$ cat src/rtl/ex_muldiv.sv
// ex_muldiv: iterative SPARC UMUL/SMUL/UDIV/SDIV (plus cc forms) for the execute stage.
// Multiply is radix-2 shift-add on magnitudes; divide is restoring on magnitudes.
// Both take 32 iteration edges; done pulses the cycle after the last one.
// Optional feature: define MULDIV_DIV_EN to build the divider. Without it, divide
// opcodes complete on the next edge with unimp set and nothing written.
module ex_muldiv #(
  parameter int WIDTH = 32
) (
  input  logic             clk,
  input  logic             reset,
  input  logic             start,
  input  logic             kill,
  input  logic [5:0]       op3,
  input  logic [WIDTH-1:0] valA,
  input  logic [WIDTH-1:0] valB,
  input  logic [WIDTH-1:0] Y_in,
  output logic             ex_ready,
  output logic             done,
  output logic [WIDTH-1:0] result,
  output logic [WIDTH-1:0] Y_out,
  output logic             Y_we,
  output logic             icc_n,
  output logic             icc_z,
  output logic             icc_v,
  output logic             icc_c,
  output logic             icc_we,
  output logic             div_zero,
  output logic             unimp
);
  localparam int W2 = 2 * WIDTH;

  typedef enum logic [1:0] {IDLE, MUL, DIV, DONE} state_e;

  state_e           state_q, state_d;
  logic [4:0]       cnt_q, cnt_d;
  logic             sgn_q, sgn_d, cc_q, cc_d, neg_q, neg_d;
  logic [WIDTH-1:0] opa_q, opa_d;       // multiplicand / divisor magnitude
  logic [W2-1:0]    acc_q, acc_d;       // mul: {hi, multiplier}; div: {rem, quo}
  logic [WIDTH-1:0] res_q, res_d, yout_q, yout_d;
  logic             ywe_q, ywe_d, iccwe_q, iccwe_d;
  logic             n_q, n_d, z_q, z_d, v_q, v_d;
  logic             divz_q, divz_d, unimp_q, unimp_d;

  // op3 decode: bit0 = signed, bit4 = cc variant
  logic is_mul, is_div, go;
  assign is_mul = !op3[5] && (op3[3:1] == 3'b101);
  assign is_div = !op3[5] && (op3[3:1] == 3'b111);
  assign go     = start && (is_mul || is_div) && !kill;

  logic [WIDTH-1:0] a_mag, b_mag;
  assign a_mag = (op3[0] && valA[WIDTH-1]) ? -valA : valA;
  assign b_mag = (op3[0] && valB[WIDTH-1]) ? -valB : valB;

  // one shift-add step; the 33-bit sum keeps the carry out of the high half
  logic [WIDTH:0]   mul_sum;
  logic [W2-1:0]    mul_next, prod;
  assign mul_sum  = {1'b0, acc_q[W2-1:WIDTH]} + (acc_q[0] ? {1'b0, opa_q} : {(WIDTH+1){1'b0}});
  assign mul_next = {mul_sum, acc_q[WIDTH-1:1]};
  assign prod     = neg_q ? -mul_next : mul_next;

`ifdef MULDIV_DIV_EN
  localparam logic [WIDTH-1:0] SMAX = {1'b0, {(WIDTH-1){1'b1}}};
  localparam logic [WIDTH-1:0] SMIN = {1'b1, {(WIDTH-1){1'b0}}};

  logic             ovf_pre_q, ovf_pre_d, dz_pend_q, dz_pend_d;
  logic [W2-1:0]    dvd, dvd_mag, div_next;
  logic [WIDTH:0]   div_try;
  logic [WIDTH-1:0] quo, quo_res;
  logic             div_ovf;

  assign dvd     = {Y_in, valA};
  assign dvd_mag = (op3[0] && Y_in[WIDTH-1]) ? -dvd : dvd;
  // restoring step: remainder stays below the divisor, so a borrow shows in bit WIDTH
  assign div_try  = {acc_q[W2-1:WIDTH], acc_q[WIDTH-1]} - {1'b0, opa_q};
  assign div_next = div_try[WIDTH] ? {acc_q[W2-2:0], 1'b0}
                                   : {div_try[WIDTH-1:0], acc_q[WIDTH-2:0], 1'b1};
  assign quo      = div_next[WIDTH-1:0];
  assign div_ovf  = ovf_pre_q || (sgn_q && (neg_q ? (quo > SMIN) : (quo > SMAX)));
  assign quo_res  = div_ovf ? (sgn_q ? (neg_q ? SMIN : SMAX) : {WIDTH{1'b1}})
                            : (neg_q ? -quo : quo);
`else
  logic unused_div;
  assign unused_div = ^Y_in;
`endif

  // next-state, iteration and result capture
  always_comb begin
    state_d = state_q;  cnt_d  = cnt_q;   sgn_d   = sgn_q;   cc_d = cc_q;
    neg_d   = neg_q;    opa_d  = opa_q;   acc_d   = acc_q;
    res_d   = res_q;    yout_d = yout_q;  ywe_d   = ywe_q;   iccwe_d = iccwe_q;
    n_d     = n_q;      z_d    = z_q;     v_d     = v_q;
    divz_d  = divz_q;   unimp_d = unimp_q;
`ifdef MULDIV_DIV_EN
    ovf_pre_d = ovf_pre_q;
    dz_pend_d = dz_pend_q;
`endif
    case (state_q)
      IDLE: begin
        if (go) begin
          cnt_d = '0;
          sgn_d = op3[0];
          cc_d  = op3[4];
          if (is_mul) begin
            opa_d   = a_mag;
            acc_d   = {{WIDTH{1'b0}}, b_mag};
            neg_d   = op3[0] && (valA[WIDTH-1] ^ valB[WIDTH-1]);
            state_d = MUL;
          end else begin
`ifdef MULDIV_DIV_EN
            opa_d     = b_mag;
            acc_d     = dvd_mag;
            neg_d     = op3[0] && (Y_in[WIDTH-1] ^ valB[WIDTH-1]);
            ovf_pre_d = dvd_mag[W2-1:WIDTH] >= b_mag;
            dz_pend_d = (valB == '0);
            state_d   = DIV;
`else
            res_d   = '0;   ywe_d = 1'b0;  iccwe_d = 1'b0;
            divz_d  = 1'b0; unimp_d = 1'b1;
            n_d     = 1'b0; z_d = 1'b1;    v_d = 1'b0;
            state_d = DONE;
`endif
          end
        end
      end
      MUL: begin
        if (kill) begin
          state_d = IDLE;
        end else begin
          acc_d = mul_next;
          cnt_d = cnt_q + 5'd1;
          if (cnt_q == 5'd31) begin
            res_d   = prod[WIDTH-1:0];
            yout_d  = prod[W2-1:WIDTH];
            ywe_d   = 1'b1;
            iccwe_d = cc_q;
            n_d     = prod[WIDTH-1];
            z_d     = (prod[WIDTH-1:0] == '0);
            v_d     = 1'b0;
            divz_d  = 1'b0;
            unimp_d = 1'b0;
            state_d = DONE;
          end
        end
      end
`ifdef MULDIV_DIV_EN
      DIV: begin
        if (kill) begin
          state_d = IDLE;
        end else if (dz_pend_q) begin
          res_d   = '0;   ywe_d = 1'b0;  iccwe_d = 1'b0;
          divz_d  = 1'b1; unimp_d = 1'b0;
          n_d     = 1'b0; z_d = 1'b1;    v_d = 1'b0;
          state_d = DONE;
        end else begin
          acc_d = div_next;
          cnt_d = cnt_q + 5'd1;
          if (cnt_q == 5'd31) begin
            res_d   = quo_res;
            ywe_d   = 1'b0;
            iccwe_d = cc_q;
            n_d     = quo_res[WIDTH-1];
            z_d     = (quo_res == '0);
            v_d     = div_ovf;
            divz_d  = 1'b0;
            unimp_d = 1'b0;
            state_d = DONE;
          end
        end
      end
`endif
      DONE:    state_d = IDLE;
      default: state_d = IDLE;
    endcase
  end

  // state and datapath registers
  always_ff @(posedge clk) begin
    if (reset) begin
      state_q <= IDLE;  cnt_q  <= '0;   sgn_q   <= 1'b0;  cc_q <= 1'b0;
      neg_q   <= 1'b0;  opa_q  <= '0;   acc_q   <= '0;
      res_q   <= '0;    yout_q <= '0;   ywe_q   <= 1'b0;  iccwe_q <= 1'b0;
      n_q     <= 1'b0;  z_q    <= 1'b0; v_q     <= 1'b0;
      divz_q  <= 1'b0;  unimp_q <= 1'b0;
`ifdef MULDIV_DIV_EN
      ovf_pre_q <= 1'b0;
      dz_pend_q <= 1'b0;
`endif
    end else begin
      state_q <= state_d;  cnt_q  <= cnt_d;   sgn_q   <= sgn_d;   cc_q <= cc_d;
      neg_q   <= neg_d;    opa_q  <= opa_d;   acc_q   <= acc_d;
      res_q   <= res_d;    yout_q <= yout_d;  ywe_q   <= ywe_d;   iccwe_q <= iccwe_d;
      n_q     <= n_d;      z_q    <= z_d;     v_q     <= v_d;
      divz_q  <= divz_d;   unimp_q <= unimp_d;
`ifdef MULDIV_DIV_EN
      ovf_pre_q <= ovf_pre_d;
      dz_pend_q <= dz_pend_d;
`endif
    end
  end

  // a kill in DONE suppresses the pulse and every write enable with it
  assign done     = (state_q == DONE) && !kill;
  assign ex_ready = (state_q == IDLE) ? !go : (state_q == DONE);
  assign result   = res_q;
  assign Y_out    = yout_q;
  assign Y_we     = done && ywe_q;
  assign icc_we   = done && iccwe_q;
  assign div_zero = done && divz_q;
  assign unimp    = done && unimp_q;
  assign icc_n    = n_q;
  assign icc_z    = z_q;
  assign icc_v    = v_q;
  assign icc_c    = 1'b0;

endmodule

$ cat config.mk
export PLATFORM = sky130hd
export DESIGN_NAME = ex_muldiv
export DESIGN_NICKNAME = d
export VERILOG_FILES = /design/src/rtl/ex_muldiv.sv
export SDC_FILE = /design/constraint.sdc
export NUM_CORES = 1
export LEC_CHECK = 0
export ABC_AREA = 1
export BUFFER_PORTS_ARGS = -buffer_cell sky130_fd_sc_hd__buf_2
export CAP_MARGIN = 5
export CELL_PAD_IN_SITES_DETAIL_PLACEMENT = 0
export CELL_PAD_IN_SITES_GLOBAL_PLACEMENT = 1
export CORE_UTILIZATION = 41
export DETAILED_ROUTE_END_ITERATION = 10
export PLACE_DENSITY_LB_ADDON = 0.1
export RECOVER_POWER = 50
export SYNTH_ARGS = -nofsm -noshare
export SYNTH_HDL_FRONTEND = slang
export SYNTH_SLANG_ARGS = --single-unit
$ cat constraint.sdc
create_clock -name clk -period 4.13 [get_ports clk]
set_input_delay 0.826 -clock clk [delete_from_list [all_inputs] [get_ports clk]]
set_output_delay 0.826 -clock clk [all_outputs]
set_load 0.05 [all_outputs]
==> results.cfg, run 1 <==
[synth]
async_reset_ff_share_pct = 0
synth_fa_ha_area_share_pct = 3.69
synthTopCellsByCount = nand2_1 (663), inv_1 (313), nor2_1 (218)
syn_inst = 2200
yosysTopAreaCell = dfxtp_1
yosys_warnings = 0
syn_area_sq_mm = 0.0131
synthMuxAreaShare_pct = 0
syn_avg_cell_area_sq_um = 5.94
synth_compound_area_share_pct = 15.9
synth_edf_count = 0
synth-simple-area-share_pct = 37.9
synth_top_family_by_area = simple AND/OR/NAND/NOR gates
ys_ff_latch = 173
synth_most_common_cell = nand2_1
synth_xor_area_share_pct = 3.94
yosysTopAreaCellShare_pct = 26.5
synth_area_leaders = dfxtp_1 (26%), nand2_1 (19%), inv_1 (9.0%)
synth-seq-area-share_pct = 26.5
synth.distinct_cells = 56
dominantRegCellSynth = dfxtp_1

[critical_path]
critPathRequiredTime_ns = 4.46
cp_max_fo = 61
critPathKind = in2reg
crit_family = buffers and inverters
endpoint_kind = flip-flop
crit_path_start_kind = input port
slowest_stage = clkbuf_1
slowest_delay_ns = 1.81
cp.arrival_ns = 3.91
cp_num_buf_inv = 4
cp_cell_sequence = clkbuf_1 > clkinv_1 > buf_2 > o21ai_0 > o21bai_1 > inv_1

[sta]
skew_ns = 0.0170
min_period_over_period_pct = 86.7
fmax_mhz = 279
fin_setup_tns_ns = 0
worst_slew_pin_slew_ns = 2.60
hold_viol = 0
slew_headroom_pct = -73.5
min_period_ns = 3.58
rsz0062_at_grt = no
maxSlewViolCount = 52
setup_ws_ns = 0.549
setup_viol = 0

[global_routing]
busiest_layer = met1
grt_pass1_vias = 12722
antenna_found_initial = 0
use_met2_pct = 38.3
grt_usage_pct = 26.6
grt_pass1_wl_microns = 68800
met3_usage_pct = 2.85
grt_max_degree = 63
grt-ovfl-total = 0
global_route.usage.met1_pct = 41.0

[clock_network]
post_cts.repair.setup_buffers = 0
cts_buffer_depth = 2
cts.sinks = 173
cts.root.buffer_cell = clkbuf_16
path_clk_slew_ns = 0.09
cts_tree = done
hold_buffers = 0
htree_levels = 4
cts_buffers = 17
clkLatencyLatePin_ns = 0.45
cts_resized = 0

[floorplanning]
initial_core_util_pct = 41.5
die_area_sq_mm = 0.0326
fp.coreArea_sq_mm = 0.0315
rows = 65
die_x_microns = 181
die_height_microns = 181
io_pins = 180

[job]
drv_cap = 1

[pwr]
ir_worst_vdd_uv = 277
power_density_mw_per_mm2 = 253
leakage_nw = 7.33

[routing]
drc_errors = 2
drtIter0Drc = 1153
antenna_left = 0
viasPerCell = 5.08
wl_per_cell_microns = 15.9
drt-total-wl_microns = 43200
drtPass1Iterations = 9
num_vias = 13812

[outcome]
status = complete, but fails checks
violations = DRC, capacitance limit, slew limit

[placement]
place_ws_ns = 0.694
portBuffers = 144
place_hpwl_microns = 33700
place.gp.congestion = 0.947

[finish]
n_antenna_cell = 0
fillers = 3495
seqCellArea_sq_mm = 0.00346
drive_above_1_share_pct = 8.85
final_nets = 2447
multiInputGateArea_sq_mm = 0.00806
area_growth_pct = 12.1

[worst_hold_path]
hold_class = reg2reg
-- layout by cell type, fill, tap and decap left out, types with 13 or more instances in the layout --
master and instances:
nand2_1 663, inv_1 313, nor2_1 217, a21oi_1 183, dfxtp_1 172, nand3_1 121
o21ai_0 108, buf_2 77, clkbuf_1 68, xor2_1 47, ha_1 37, nor3_1 32
o211ai_1 29, nand4_1 21, nand2_2 20, clkbuf_16 17, buf_4 14, nor2_2 13
-- cells by family (layout without fill, tap and decap cells) --
kind of cell | after synthesis | in the layout
XOR/XNOR | 58 | 58
AND/OR/NAND/NOR | 1152 | 1152
other | 1 | 3
adder cells (fa/ha/maj) | 38 | 38
AO/OA/AOI/OAI | 375 | 375
flip-flops | 173 | 173
buffers and inverters | 403 | 517
-- worst register-to-register path, delay by kind of cell, from the launching register on --
family	cells	cell delay [ns]
fa+ha+maj	2	0.74
flops	1	0.32
compound gates	1	0.25
buf+inv	3	0.30
simple gates	15	1.76
-- layout make-up --
class                           instances  area share [%]
Clock buffer                           17            2.90
Tap cell                              402            3.43
Inverter                              324            8.30
Timing Repair Buffer                  161            5.28
Sequential cell                       173            23.7
Clock inverter                         15            1.41
Multi-Input combinational cell       1626            55.0
-- metrics by stage --
stage | hold slack (ns) | cells | power [W] | util, % | cell area (sq um)
after CTS | 0.467 | 2718 | 0.00375 | 46.8 | 14700
after detailed placement | 0.454 | 2686 | 0.00201 | 44.8 | 14100
final | 0.467 | 2718 | 0.00371 | 46.5 | 14600
after global placement | 0.451 | 2686 | 0.00201 | 44.8 | 14100
after floorplan | 0.437 | 2202 | 0.00190 | - | 13100
after global routing | 0.482 | 2718 | 0.00384 | 46.5 | 14600
-- where the power goes --
part           internal (W)  switching, W
sequential          0.00167    0.00000483
combinational     0.0000947      0.000206
clock              0.000843      0.000894
-- flip-flops by register name, summed over array words and instances (netlist names) --
name	flops
acc_q	64
Y_out	32
opa_q	32
result	32
cnt_q	5
state_q	2
cc_q	1
icc_z	1
iccwe_q	1
neg_q	1
unimp_q	1
ywe_q	1
-- layer usage --
layer | wire [microns] | part of all wire (%) | vias to the layer above
li1 | - | - | 7213
met1 | 22700 | 53 | 6171
met2 | 17200 | 40 | 390
met3 | 2370 | 5.5 | 38
met4 | 924 | 2.1 | 0
met5 | 0 | 0 | -
-- path summary, 6_finish.rpt --
| check | cells after the start | to | slack, ns | from |
|---|---|---|---|---|
| max reg2reg | 21 | Y_out[28] | 0.67 | acc_q[0] |
| min reg2reg | 2 | result[19] | 0.47 | result[19] |
| max | 6 | opa_q[18] | 0.55 | reset |
| min | 2 | result[19] | 0.47 | result[19] |
Power figures use the tool's default switching activity.
==> run 2: changes to the inputs <==
--- a/config.mk
+++ b/config.mk
@@ -10,7 +10,7 @@
 export CAP_MARGIN = 5
 export CELL_PAD_IN_SITES_DETAIL_PLACEMENT = 0
 export CELL_PAD_IN_SITES_GLOBAL_PLACEMENT = 1
-export CORE_UTILIZATION = 41
+export CORE_UTILIZATION = 44
 export DETAILED_ROUTE_END_ITERATION = 10
 export PLACE_DENSITY_LB_ADDON = 0.1
 export RECOVER_POWER = 50
==> constraint.sdc (replaced) <==
create_clock -name clk -period 4.5 [get_ports clk]
set_input_delay 0.9 -clock clk [delete_from_list [all_inputs] [get_ports clk]]
set_output_delay 0.9 -clock clk [all_outputs]
set_load 0.05 [all_outputs]
==> run 2 against run 1 <==
Net effect: the run ends with capacitance limit, slew limit left; setup slack better by 0.35 ns; sequential power down 8%; sequential cell count unchanged; critical endpoint is now neg_q.
==> results.cfg, run 2 (synthesis gave the netlist of run 1 again) <==
[critical_path]
cp_max_fo = 61
endpoint_kind = flip-flop
cp.arrival_ns = 3.96
critPathKind = in2reg
critPathRequiredTime_ns = 4.86
crit_path_start_kind = input port
slowest_stage = clkbuf_1
cp_cell_sequence = clkbuf_2 > clkinv_1 > clkbuf_1 > o21ai_0 > a21oi_1
slowest_delay_ns = 1.78

[global_routing]
grt-ovfl-total = 0
grt_max_degree = 88
antenna_found_initial = 1
grt_pass1_vias = 12387
grt_usage_pct = 27.9
grt_pass1_wl_microns = 67100

[routing]
wl_per_cell_microns = 15.6
drtPass1Iterations = 8
drtIter0Drc = 1121
antenna_left = 0
drt-total-wl_microns = 42100
viasPerCell = 5.13
drc_errors = 0
num_vias = 13860

[pwr]
p_switching_w = 0.000978
power_w = 0.00336
power_density_mw_per_mm2 = 230
leakage_nw = 7.32
switching_share_pct = 29.1
combPwrFrac_pct = 8.2
cell_internal_pwr_w = 0.00238
power_frac_seq_pct = 45.7
ir_worst_vdd_uv = 249
pwr-share-clk_pct = 46.1

[floorplanning]
fp.coreArea_sq_mm = 0.0289
rows = 62
die_x_microns = 174
io_pins = 180
die_area_sq_mm = 0.0304
die_height_microns = 174
initial_core_util_pct = 45.2

[clock_network]
cts_buffers = 17
htree_levels = 4
cts_buffer_depth = 2
path_clk_slew_ns = 0.08
hold_buffers = 0
post_cts.repair.setup_buffers = 0
cts_tree = done
cts.sinks = 173
cts.root.buffer_cell = clkbuf_16
clkLatencyLatePin_ns = 0.44
cts_resized = 0

[placement]
place.gp.congestion = 0.935
place_hpwl_microns = 33100
place_area_sq_mm = 0.0141
portBuffers = 144

[finish]
fin_area_sq_mm = 0.0146
max_flop_register = acc_q
n_antenna_cell = 0
largest_reg_flops = 64
fillers = 3202
final_cell_mix = nand2_1 (663), inv_1 (314), nor2_1 (217)
drive_above_1_share_pct = 8.77
final_nets = 2447
final_common_cell = nand2_1
area_growth_pct = 11.7

[worst_hold_path]
hold_class = reg2reg

[sta]
min_period_ns = 3.60
hold_viol = 0
fmax_mhz = 278
min_period_over_period_pct = 80.0
skew_ns = 0.0146
fin_setup_tns_ns = 0
rsz0062_at_grt = no
maxSlewViolCount = 62
slew_headroom_pct = -67.2
timing.hold.ws_ns = 0.466
setup_viol = 0
worst_slew_pin_slew_ns = 2.51

[outcome]
violations = capacitance limit, slew limit
status = complete, but fails checks

[job]
drv_cap = 1
run 2: through the flow:
stage / setup slack [ns] / utilization [%] / cells
CTS: 1.07 / 50.8 / 2700
finish: 0.899 / 50.5 / 2700
global route: 0.489 / 50.5 / 2700
detailed placement: 1.08 / 48.7 / 2668
global placement: 1.15 / 48.7 / 2668
floorplan: 0.655 / - / 2202
run 2: area by class of cell:
cell class                 instances  area (sq um)  area share [%]
multi-input combinational       1626          8060            55.2
clock inverter                    15           186            1.28
tap                              384           480            3.29
sequential                       173          3460            23.7
clock buffer                      17           425            2.91
inverter                         324          1220            8.33
timing repair buffer             161           772            5.29
run 2: critical path: cells and delay by family:
family                 cells  cell delay [ns]
buffers and inverters      3             2.27
AOI/OAI and AO/OA          2             0.72
run 2: final timing paths:
kind                   start         end  slack (ns)  cells past startpoint
hold / removal     result[6]   result[6]        0.47                      2
hold reg to reg    result[6]   result[6]        0.47                      2
setup / recovery       reset       neg_q        0.90                      5
setup reg to reg  state_q[0]  result[26]        0.91                     13
run 2: power by group through the flow:
| stage | registers, W | logic [W] | clock network (W) |
|---|---|---|---|
| global route | 0.00154 | 0.000306 | 0.00164 |
| global placement | 0.00157 | 0.000271 | 0 |
| finish | 0.00154 | 0.000274 | 0.00155 |
| CTS | 0.00154 | 0.000273 | 0.00158 |
| detailed placement | 0.00157 | 0.000272 | 0 |
| floorplan | 0.00158 | 0.000166 | 0 |
run 2: metal layers:
layer	global-route usage [%]	vias to the layer above	share of wire, %
li1	-	7228	-
met1	43.8	6214	53
met2	39.9	391	40
met3	3.19	27	6.0
met4	5.88	0	1.2
met5	0	-	0
